$ cat config.mk
export PLATFORM = sky130hd
export DESIGN_NAME = uart_tx_fifo
export DESIGN_NICKNAME = d
export VERILOG_FILES = /design/src/rtl/uart_tx_fifo.sv
export SDC_FILE = /design/constraint.sdc
export NUM_CORES = 1
export LEC_CHECK = 0
export BUFFER_PORTS_ARGS = -buffer_cell sky130_fd_sc_hd__buf_2
export CAP_MARGIN = 25
export CORE_MARGIN = 2
export CORE_UTILIZATION = 61
export CTS_BUF_LIST = sky130_fd_sc_hd__clkbuf_8 sky130_fd_sc_hd__clkbuf_16
export CTS_CLUSTER_DIAMETER = 30
export DETAILED_ROUTE_END_ITERATION = 7
export HOLD_SLACK_MARGIN = 0.03
export PLACE_DENSITY = 0.84
export SKIP_CTS_REPAIR_TIMING = 1
export SYNTH_ARGS = -nofsm -noshare
export SYNTH_HDL_FRONTEND = slang
export SYNTH_SLANG_ARGS = --single-unit
$ cat constraint.sdc
create_clock -name i_clk -period 3.65 [get_ports i_clk]
set_clock_uncertainty 0.15 [all_clocks]
set_input_delay 0.5475 -clock i_clk [delete_from_list [all_inputs] [get_ports i_clk]]
set_output_delay 0.5475 -clock i_clk [all_outputs]
set_load 0.1 [all_outputs]
$ cat src/rtl/uart_tx_fifo.sv
// Byte FIFO plus start sequencer feeding an adjacent uart_tx.
// Pops one byte at a time and tracks uart_tx rdy before the next pop.
module uart_tx_fifo #(
    parameter int DEPTH_LOG2 = 4
) (
    input  logic                  i_clk,
    input  logic                  i_rst_n,
    input  logic                  i_wr,
    input  logic [7:0]            i_wr_data,
    input  logic                  i_ovf_clr,
    output logic                  o_full,
    output logic                  o_empty,
    output logic [DEPTH_LOG2:0]   o_level,
    output logic                  o_overflow,
    output logic                  o_idle,
    output logic                  o_tx_start,
    output logic [7:0]            o_tx_data,
    input  logic                  i_tx_rdy
);

    localparam logic [DEPTH_LOG2:0] CNT_FULL = {1'b1, {DEPTH_LOG2{1'b0}}};
    localparam logic [DEPTH_LOG2:0] CNT_ONE  = {{DEPTH_LOG2{1'b0}}, 1'b1};
    localparam logic [DEPTH_LOG2-1:0] PTR_ONE = CNT_ONE[DEPTH_LOG2-1:0];

    typedef enum logic [1:0] {
        S_IDLE,
        S_START,
        S_BUSY,
        S_DONE
    } state_t;

    state_t                state_q, state_d;
    logic [DEPTH_LOG2-1:0] wr_ptr_q, wr_ptr_d;
    logic [DEPTH_LOG2-1:0] rd_ptr_q, rd_ptr_d;
    logic [DEPTH_LOG2:0]   count_q, count_d;
    logic [7:0]            tx_data_q, tx_data_d;
    logic                  ovf_q, ovf_d;
    logic [7:0]            mem_q [2**DEPTH_LOG2];

    logic full, empty, push, pop;

    always_comb begin
        full  = (count_q == CNT_FULL);
        empty = (count_q == '0);
        // Full is judged on the registered count, so a same-cycle pop never rescues a push.
        push  = i_wr & ~full;
        pop   = (state_q == S_IDLE) & ~empty & i_tx_rdy;

        wr_ptr_d  = push ? wr_ptr_q + PTR_ONE : wr_ptr_q;
        rd_ptr_d  = pop ? rd_ptr_q + PTR_ONE : rd_ptr_q;
        tx_data_d = pop ? mem_q[rd_ptr_q] : tx_data_q;

        unique case ({push, pop})
            2'b10:   count_d = count_q + CNT_ONE;
            2'b01:   count_d = count_q - CNT_ONE;
            default: count_d = count_q;
        endcase

        if (i_wr & full) begin
            ovf_d = 1'b1;
        end else if (i_ovf_clr) begin
            ovf_d = 1'b0;
        end else begin
            ovf_d = ovf_q;
        end

        state_d = state_q;
        unique case (state_q)
            S_IDLE:  if (pop) state_d = S_START;
            S_START: state_d = S_BUSY;
            S_BUSY:  if (!i_tx_rdy) state_d = S_DONE;
            S_DONE:  if (i_tx_rdy) state_d = S_IDLE;
        endcase
    end

    always_ff @(posedge i_clk) begin
        if (!i_rst_n) begin
            state_q   <= S_IDLE;
            wr_ptr_q  <= '0;
            rd_ptr_q  <= '0;
            count_q   <= '0;
            tx_data_q <= '0;
            ovf_q     <= 1'b0;
        end else begin
            state_q   <= state_d;
            wr_ptr_q  <= wr_ptr_d;
            rd_ptr_q  <= rd_ptr_d;
            count_q   <= count_d;
            tx_data_q <= tx_data_d;
            ovf_q     <= ovf_d;
        end
    end

    always_ff @(posedge i_clk) begin
        if (push) begin
            mem_q[wr_ptr_q] <= i_wr_data;
        end
    end

    assign o_full     = full;
    assign o_empty    = empty;
    assign o_level    = count_q;
    assign o_overflow = ovf_q;
    assign o_idle     = empty & (state_q == S_IDLE);
    assign o_tx_start = (state_q == S_START);
    assign o_tx_data  = tx_data_q;

endmodule

==> summary.md, run 1 <==
| Metric | Value |
|---|---|
| Status | `complete, no violations` |
| Post-synthesis sequential area ratio | `68.2%` |
| Worst-Skew Late Latency | `520 ps` |
| Final GP Congestion | `roughly 0.86` |
| Crit path largest cell delay | `around 560 ps` |
| DIE HEIGHT | `106 um` |
| Antenna violations before repair | `0` |
| DRC errors left | `0` |
| Vias in the first global route | `3616` |
| Share of layout cells above drive strength 1 | `21.4%` |
| DRT iter0 DRCs | `401` |
| Post-Synth Simple-Gate Area | `6.89%` |
| Largest net degree at the start of global routing | `31` |
| ANT cells | `0` |
| TritonCTS Sinks | `152` |
| Hold Crit Depth | `4` |
| Syn nets | `roughly 430` |
| Slowest CP cell | `dfxtp_1` |
| Input/output buffers | `30` |
| Final worst slack | `670 ps` |
| Worst Setup Start Kind | `register` |
| Synth Area in Adders | `2.76%` |
| LEAKAGE | `about 0.0024 uW` |
| Post-synthesis sequential element count | `about 150` |
| Vias | `3630` |
| Starting Density | `62.2%` |
| Clock buffer depth | `2` |
| Core Area | `between 10000 and 15000 um2` |
| Post-synth EDFFs | `~130` |
| Max-slew violations | `0` |
| CTS clock-pin slew for the worst setup and hold paths | `roughly 70 ps` |
| Hold Path Class | `input pin to register` |
| Vias/cell | `6.21` |
| Endpoints failing setup | `0` |
| Largest cells by area after synthesis | `edfxtp_1 61%, dfxtp_1 7.6%, mux4_2 5.7%` |
| Hold Path Sink | `o_overflow$_SDFFE_PN0P_` |
| Reg2Reg Depth | `9` |
| FF+latch area | `about 4300 um2` |
| Ys flop type | `edfxtp_1` |
| Critical path peak fanout | `10` |
| Synth cell count leaders | `128 x edfxtp_1, 35 x mux2i_1, 30 x nor2_1` |
| R2r setup slk | `670 ps` |
| Power density over the cells | `roughly 790 nW/um2` |
| Overall routing resource usage | `24.9%` |
| Post-synth ARST share | `0%` |
| Met3 Use GR | `4.35%` |
| Critical Path RT | `3910 ps` |
| FMAX | `336 MHz` |
| H-Tree Depth | `4` |
| Worst reg2reg path endpoint | `o_level[4]$_SDFFE_PN0P_` |
| Final hold violations | `0` |
| Worst-margin pin slew | `876 ps` |
| Synth top area share | `roughly three fifths` |
| Largest family of logic cells by synthesized area | `multiplexers` |
| Routed WL per cell | `22.2 um` |
| Cell with the most instances after synthesis | `edfxtp_1` |
| Area of the multi-input gates | `1830 um2` |
| Post-route ant nets | `0` |
| Row cnt | `37` |
| Final Cycle Share | `81.6%` |
| CTS tree | `yes` |
| Syn Std Cell Area | `6340 um2` |
| Die area | `11200 um2` |
| GR Util met2 | `39.9%` |
| Total gr overflow | `0` |
| Area Overhead vs Synth | `12.6%` |
| YS warnings | `0` |
| DP Worst Slack | `670 ps` |
| First-pass GRT wire length | `20300 um` |
| Yosys top cell by area | `edfxtp_1` |
| Worst path depth | `9` |
| Busiest grt layer | `met2` |
| Mux cell area share after synthesis | `11.2%` |
| VDD IR max | `approximately 0.8 mV` |
| Min Tclk post-route | `2980 ps` |
| Critical Path AT | `3240 ps` |
| Xor/xnor share of the synthesized area | `under 10%` |
| HP Start | `i_ovf_clr` |
| Synth unique cells | `45` |
| Met1 Use GR | `34.2%` |
| Crit path cell chain | `nor4_4 > a21boi_1 > inv_1 > ha_1 > ha_1 > inv_1 > o32ai_1 > a211o_1 > nand4_1` |
| Critical path capture point type | `register` |
| Max Cap Violations | `0` |
| Detailed Place HPWL | `8250 um` |
| Boundary Pins | `31` |
| RSZ-0062 raised after global routing | `no` |
| Post-Syn Instances | `approximately 410` |
| Final #Nets | `between 400 and 500` |
| Setup total negative slack | `0 ps` |
| WP buf/inv | `2` |
| Number of fill cells | `652` |
| Pre-antenna DRT Iters | `5` |
| Worst slew margin | `a little over two fifths` |
| Reg-to-Reg Start | `o_level[1]$_SDFFE_PN0P_` |
| Compound-Gate Fraction of Synth Area | `6.71%` |
| Avg Synthesized Cell Area | `around 16 um2` |
| Num CTS Buffers | `17` |
| Overall Power | `5620 uW` |
| CP top delay family | `compound AO/OA/AOI/OAI gates` |
| Chip width | `106 um` |
| Crit Path Category | `register to register` |
| CTS root buf | `clkbuf_8` |
| WL final | `13000 um` |
placed cells by master (no fill, tap or decap), drive strengths merged:
cell      count
nor4          2
xnor2         2
ha           14
o311a         1
nand4         2
nor2b         4
a211oi        1
and2          1
clkbuf       17
clkinv        4
a21oi         7
dfxtp        24
mux4         16
mux2i        35
clkinvlp      2
a31oi         9
nand3         3
o21ai        10
a211o         2
a311oi        6
nand2        12
or3b          4
inv          17
or4           1
edfxtp      128
and3          5
nand3b        3
nor3          6
nor2         30
a21boi        3
o32ai         1
buf          38
xor2          7
or3           5
nand2b        5
o22ai        16
o311ai        1
o211ai        5
metal layers:
metal	vias to the layer above	routed length, um
li1	1637	-
met1	1770	5110
met2	191	6530
met3	32	1040
met4	0	337
met5	-	0
per-stage QoR:
stage	instance area (um2)	util (%)	instances	hold slack [ps]
2_1_floorplan	6340	-	405	378
3_3_place_gp	6560	64.4	553	378
3_5_place_dp	6560	64.4	553	386
4_1_cts	7130	70.0	585	156
5_1_grt	7130	70.0	585	230
6_report	7130	70.0	585	187
area by class of cell:
type,instances,area share (%)
Clock buffer,17,5.80
Clock inverter,15,2.21
Inverter,8,0.421
Multi-Input combinational cell,219,25.6
Sequential cell,152,60.6
Tap cell,136,2.39
Timing Repair Buffer,38,2.95
where the power goes:
| group | total, uW | switching, uW | internal, uW |
|---|---|---|---|
| logic | 1800 | 1330 | 470 |
| clock network | 1660 | 776 | 880 |
| registers | 2160 | 152 | 2010 |
| total | 5620 | 2260 | 3360 |
kinds of logic (layout without fill, tap and decap cells):
| family | Yosys count | after routing |
|---|---|---|
| compound gates | 62 | 62 |
| xor+xnor | 9 | 9 |
| fa+ha+maj | 14 | 14 |
| buf+inv | 34 | 78 |
| flops | 152 | 152 |
| mux | 51 | 51 |
| simple gates | 83 | 83 |
worst register-to-register path, delay by kind of cell, from the launching register on:
family	cells	cell delay [ps]
simple gates	2	190
compound gates	3	1080
fa+ha+maj	2	700
buf+inv	2	190
flops	1	560
state kept, by name, summed over array words and instances (netlist names):
signal and flops:
mem_q 128, o_level 5, o_overflow 1, o_tx_data 8, rd_ptr_q 4, state_q 2, wr_ptr_q 4
how the worst max path moves through the flow:
| stage | start | end |
|---|---|---|
| after detailed placement | i_wr | o_level[4]$_SDFFE_PN0P_ |
| final | o_level[1]$_SDFFE_PN0P_ | o_level[4]$_SDFFE_PN0P_ |
| after global placement | i_wr | o_level[4]$_SDFFE_PN0P_ |
| after global routing | o_level[1]$_SDFFE_PN0P_ | o_level[3]$_SDFFE_PN0P_ |
| after floorplan | o_level[1]$_SDFFE_PN0P_ | o_full |
| after CTS | o_level[2]$_SDFFE_PN0P_ | o_level[4]$_SDFFE_PN0P_ |
Note: power is estimated with default switching activity, not from simulation.
==> run 2: changes to the inputs <==
ABC_AREA = 1   (was default)
CORE_UTILIZATION = 55   (was 61)
PLACE_DENSITY = 0.8   (was 0.84)
clock period = 2.7 ns   (was 3.65 ns; I/O delays follow)
==> summary.md, run 2 <==
| Metric | Value |
|---|---|
| CTS clock-pin slew for the worst setup and hold paths | `60 ps (about the same)` |
| Routed WL per cell | `17.3 um (-22%)` |
| Share of layout cells above drive strength 1 | `11.5% (-9.9 points)` |
| Commonest non-fill, non-tap cell in the layout | `nand2_1` |
| CP startpoint | `state_q[0]$_SDFFE_PN0P_` |
| Critical path peak fanout | `6 (-4)` |
| Reg-to-Reg Start | `state_q[0]$_SDFFE_PN0P_` |
| Final core occ | `64.4% (-5.6 points)` |
| Max Cap Violations | `0 (unchanged)` |
| Hold Path Class | `input pin to register` |
| DP Worst Slack | `320 ps (-350 ps)` |
| Vias | `4917 (+35%)` |
| Largest Register | `mem_q` |
| Sequential Power Share | `34.2% (-4.3 points)` |
| Critical Path RT | `2910 ps (-1000 ps)` |
| Endpoints failing setup | `0 (unchanged)` |
| Die area | `13200 um2 (+18%)` |
| CTS tree | `yes` |
| Antenna violations before repair | `0 (unchanged)` |
| TritonCTS Sinks | `152 (unchanged)` |
| Post-Syn Instances | `701 (+73%)` |
| Worst Setup Start Kind | `register` |
| ANT cells | `0 (unchanged)` |
| Overall Power | `8210 uW (+46%)` |
| WL final | `15400 um (+19%)` |
| Synth top area share | `56.7% (-3.9 points)` |
| First-pass GRT wire length | `24700 um (+22%)` |
| Total gr overflow | `0 (unchanged)` |
| Internal | `5110 uW (+52%)` |
| Post-synth EDFFs | `128 (unchanged)` |
| FMAX | `407 MHz (+21%)` |
| Critical Path AT | `2670 ps (-570 ps)` |
| Largest cells by area after synthesis | `edfxtp_1 57%, nand2_1 13%, dfxtp_1 7.1%` |
| Vias in the first global route | `4819 (+33%)` |
| YS warnings | `0 (unchanged)` |
| Most frequent cells in the layout | `234 x nand2_1, 128 x edfxtp_1, 96 x inv_1, 96 x nand3_1, 38 x nor2_1` |
| Vias/cell | `5.51 (-11%)` |
| Synth unique cells | `25 (-44%)` |
| Syn nets | `728 (+69%)` |
| Critical path capture point type | `register` |
| Clock share of power | `32.8% (+3.3 points)` |
| Yosys top cell by area | `edfxtp_1` |
| Num CTS Buffers | `17 (unchanged)` |
| Avg Synthesized Cell Area | `9.66 um2 (-38%)` |
| Starting Density | `56.4% (-5.8 points)` |
| Detailed Place HPWL | `9520 um (+15%)` |
| Post-synthesis sequential element count | `152 (unchanged)` |
| Power density over the cells | `1060 nW/um2 (+35%)` |
| Sw power | `3100 uW (+37%)` |
| WHS | `83.4 ps (-104 ps)` |
| Post-synth ARST share | `0% (unchanged)` |
| Worst-margin pin slew | `761 ps (-115 ps)` |
| Switching Share | `37.7% (-2.4 points)` |
| Final #Nets | `763 (+65%)` |
| RSZ-0062 raised after global routing | `no` |
| Post-synthesis sequential area ratio | `63.8% (-4.4 points)` |
| Area Overhead vs Synth | `14.3%` |
| Cell with the most instances after synthesis | `nand2_1` |
| Syn Std Cell Area | `6770 um2 (+6.9%)` |
| Max reg flops | `128 (unchanged)` |
| Row cnt | `40 (+8.1%)` |
| Chip width | `115 um (+8.6%)` |
| Combinational Power Share | `33.0% (+1.0 points)` |
| DRT iter0 DRCs | `600 (+50%)` |
| Final GP Congestion | `0.933 (+9.1%)` |
| Max-slew violations | `0 (unchanged)` |
| Crit Path Category | `register to register` |
| Overall routing resource usage | `25.1% (+0.26 points)` |
| Final worst slack | `241 ps (-430 ps)` |
| Core Area | `12000 um2 (+18%)` |
| Worst slew margin | `49.1% (+7.5 points)` |
| Pre-antenna DRT Iters | `5 (unchanged)` |
| Min Tclk post-route | `2460 ps (-520 ps)` |
| DIE HEIGHT | `115 um (+8.6%)` |
| LEAKAGE | `0.00340 uW (+43%)` |
| DRC errors left | `0 (unchanged)` |
| VDD IR max | `0.490 mV (-39%)` |
| Synth cell count leaders | `234 x nand2_1, 128 x edfxtp_1, 96 x nand3_1` |
| CTS root buf | `clkbuf_16` |
| H-Tree Depth | `4 (unchanged)` |
| Post-route ant nets | `0 (unchanged)` |
| Status | `complete, no violations` |
| Largest net degree at the start of global routing | `67 (+120%)` |
| Worst-Skew Late Latency | `440 ps (-80 ps)` |
| Boundary Pins | `31 (unchanged)` |
| Ys flop type | `edfxtp_1` |
| Setup total negative slack | `0 ps (unchanged)` |
| Input/output buffers | `30 (unchanged)` |
| Final Cycle Share | `91.1% (+9.4 points)` |
| HP Start | `i_ovf_clr` |
| Clock buffer depth | `2 (unchanged)` |
| Final hold violations | `0 (unchanged)` |
## run 2: cell count changes after synthesis, sizes merged, moves of 6 or more
cell | before | now
a21oi | 7 | 15
a311oi | 6 | 0
a31oi | 9 | 0
inv | 8 | 98
mux2i | 35 | 0
mux4 | 16 | 0
nand2 | 12 | 235
nand3 | 3 | 97
nor2 | 30 | 40
nor3 | 6 | 0
o22ai | 16 | 0
## run 2: worst max-delay path, cell delays in order (launching register included)
cell and delay [ps]:
dfxtp_1 330, inv_1 130, ha_1 230, nand3_2 150, inv_2 90, ha_1 300
xor2_2 220, ha_1 180, inv_1 50, nand2_1 100, nand3_1 120, nand2_1 80
nand2_1 50, nand2_1 50, nand2_1 40, a21oi_1 110
## run 2: per-layer routing
metal | up-vias | wire length [um] | GRT usage, %
li1 | 2325 | - | -
met1 | 2315 | 6200 | 32.6
met2 | 227 | 7470 | 40.4
met3 | 50 | 1270 | 6.80
met4 | 0 | 506 | 10.5
met5 | - | 0 | 0
## run 2: kinds of logic (layout without fill, tap and decap cells)
logic type,after synthesis,in the layout,share of synthesized area (%)
buffers and inverters,128,173,8.00
adders and majority gates,14,14,2.59
AOI/OAI and AO/OA,26,26,1.99
DFF,152,152,63.8
and+or+nand+nor,376,376,22.9
xor gates and xnor gates,5,5,0.646
## run 2: power groups by stage
stage	Combinational (uW)	Clock, uW	Sequential (uW)
detailed placement	2640	0	2850
global route	2940	2790	2820
global placement	2560	0	2840
CTS	2680	2710	2800
finish	2710	2690	2810
floorplan	1560	0	3420
## run 2: final cells by class
cell class                      count  area [um2]
Clock buffer                       17         425
Sequential cell                   152        4330
Timing Repair Buffer               44         268
Tap cell                          147         184
Clock inverter                     12         233
Fill cell                         932        4270
Multi-Input combinational cell    421        1920
Inverter                          100         375
## run 2: path summary, 6_finish.rpt
check	cells past startpoint	endpoint	slack (ps)
worst min register to register	2	o_overflow$_SDFFE_PN0P_	340
worst max register to register	15	o_level[4]$_SDFFE_PN0P_	240
worst max-delay path	15	o_level[4]$_SDFFE_PN0P_	240
worst min-delay path	4	o_overflow$_SDFFE_PN0P_	80
## run 2: through the flow
step | area [um2] | instances
after detailed placement | 7070 | 864
final | 7740 | 893
after global routing | 7740 | 893
after floorplan | 6790 | 701
after global placement | 7070 | 864
after CTS | 7730 | 893
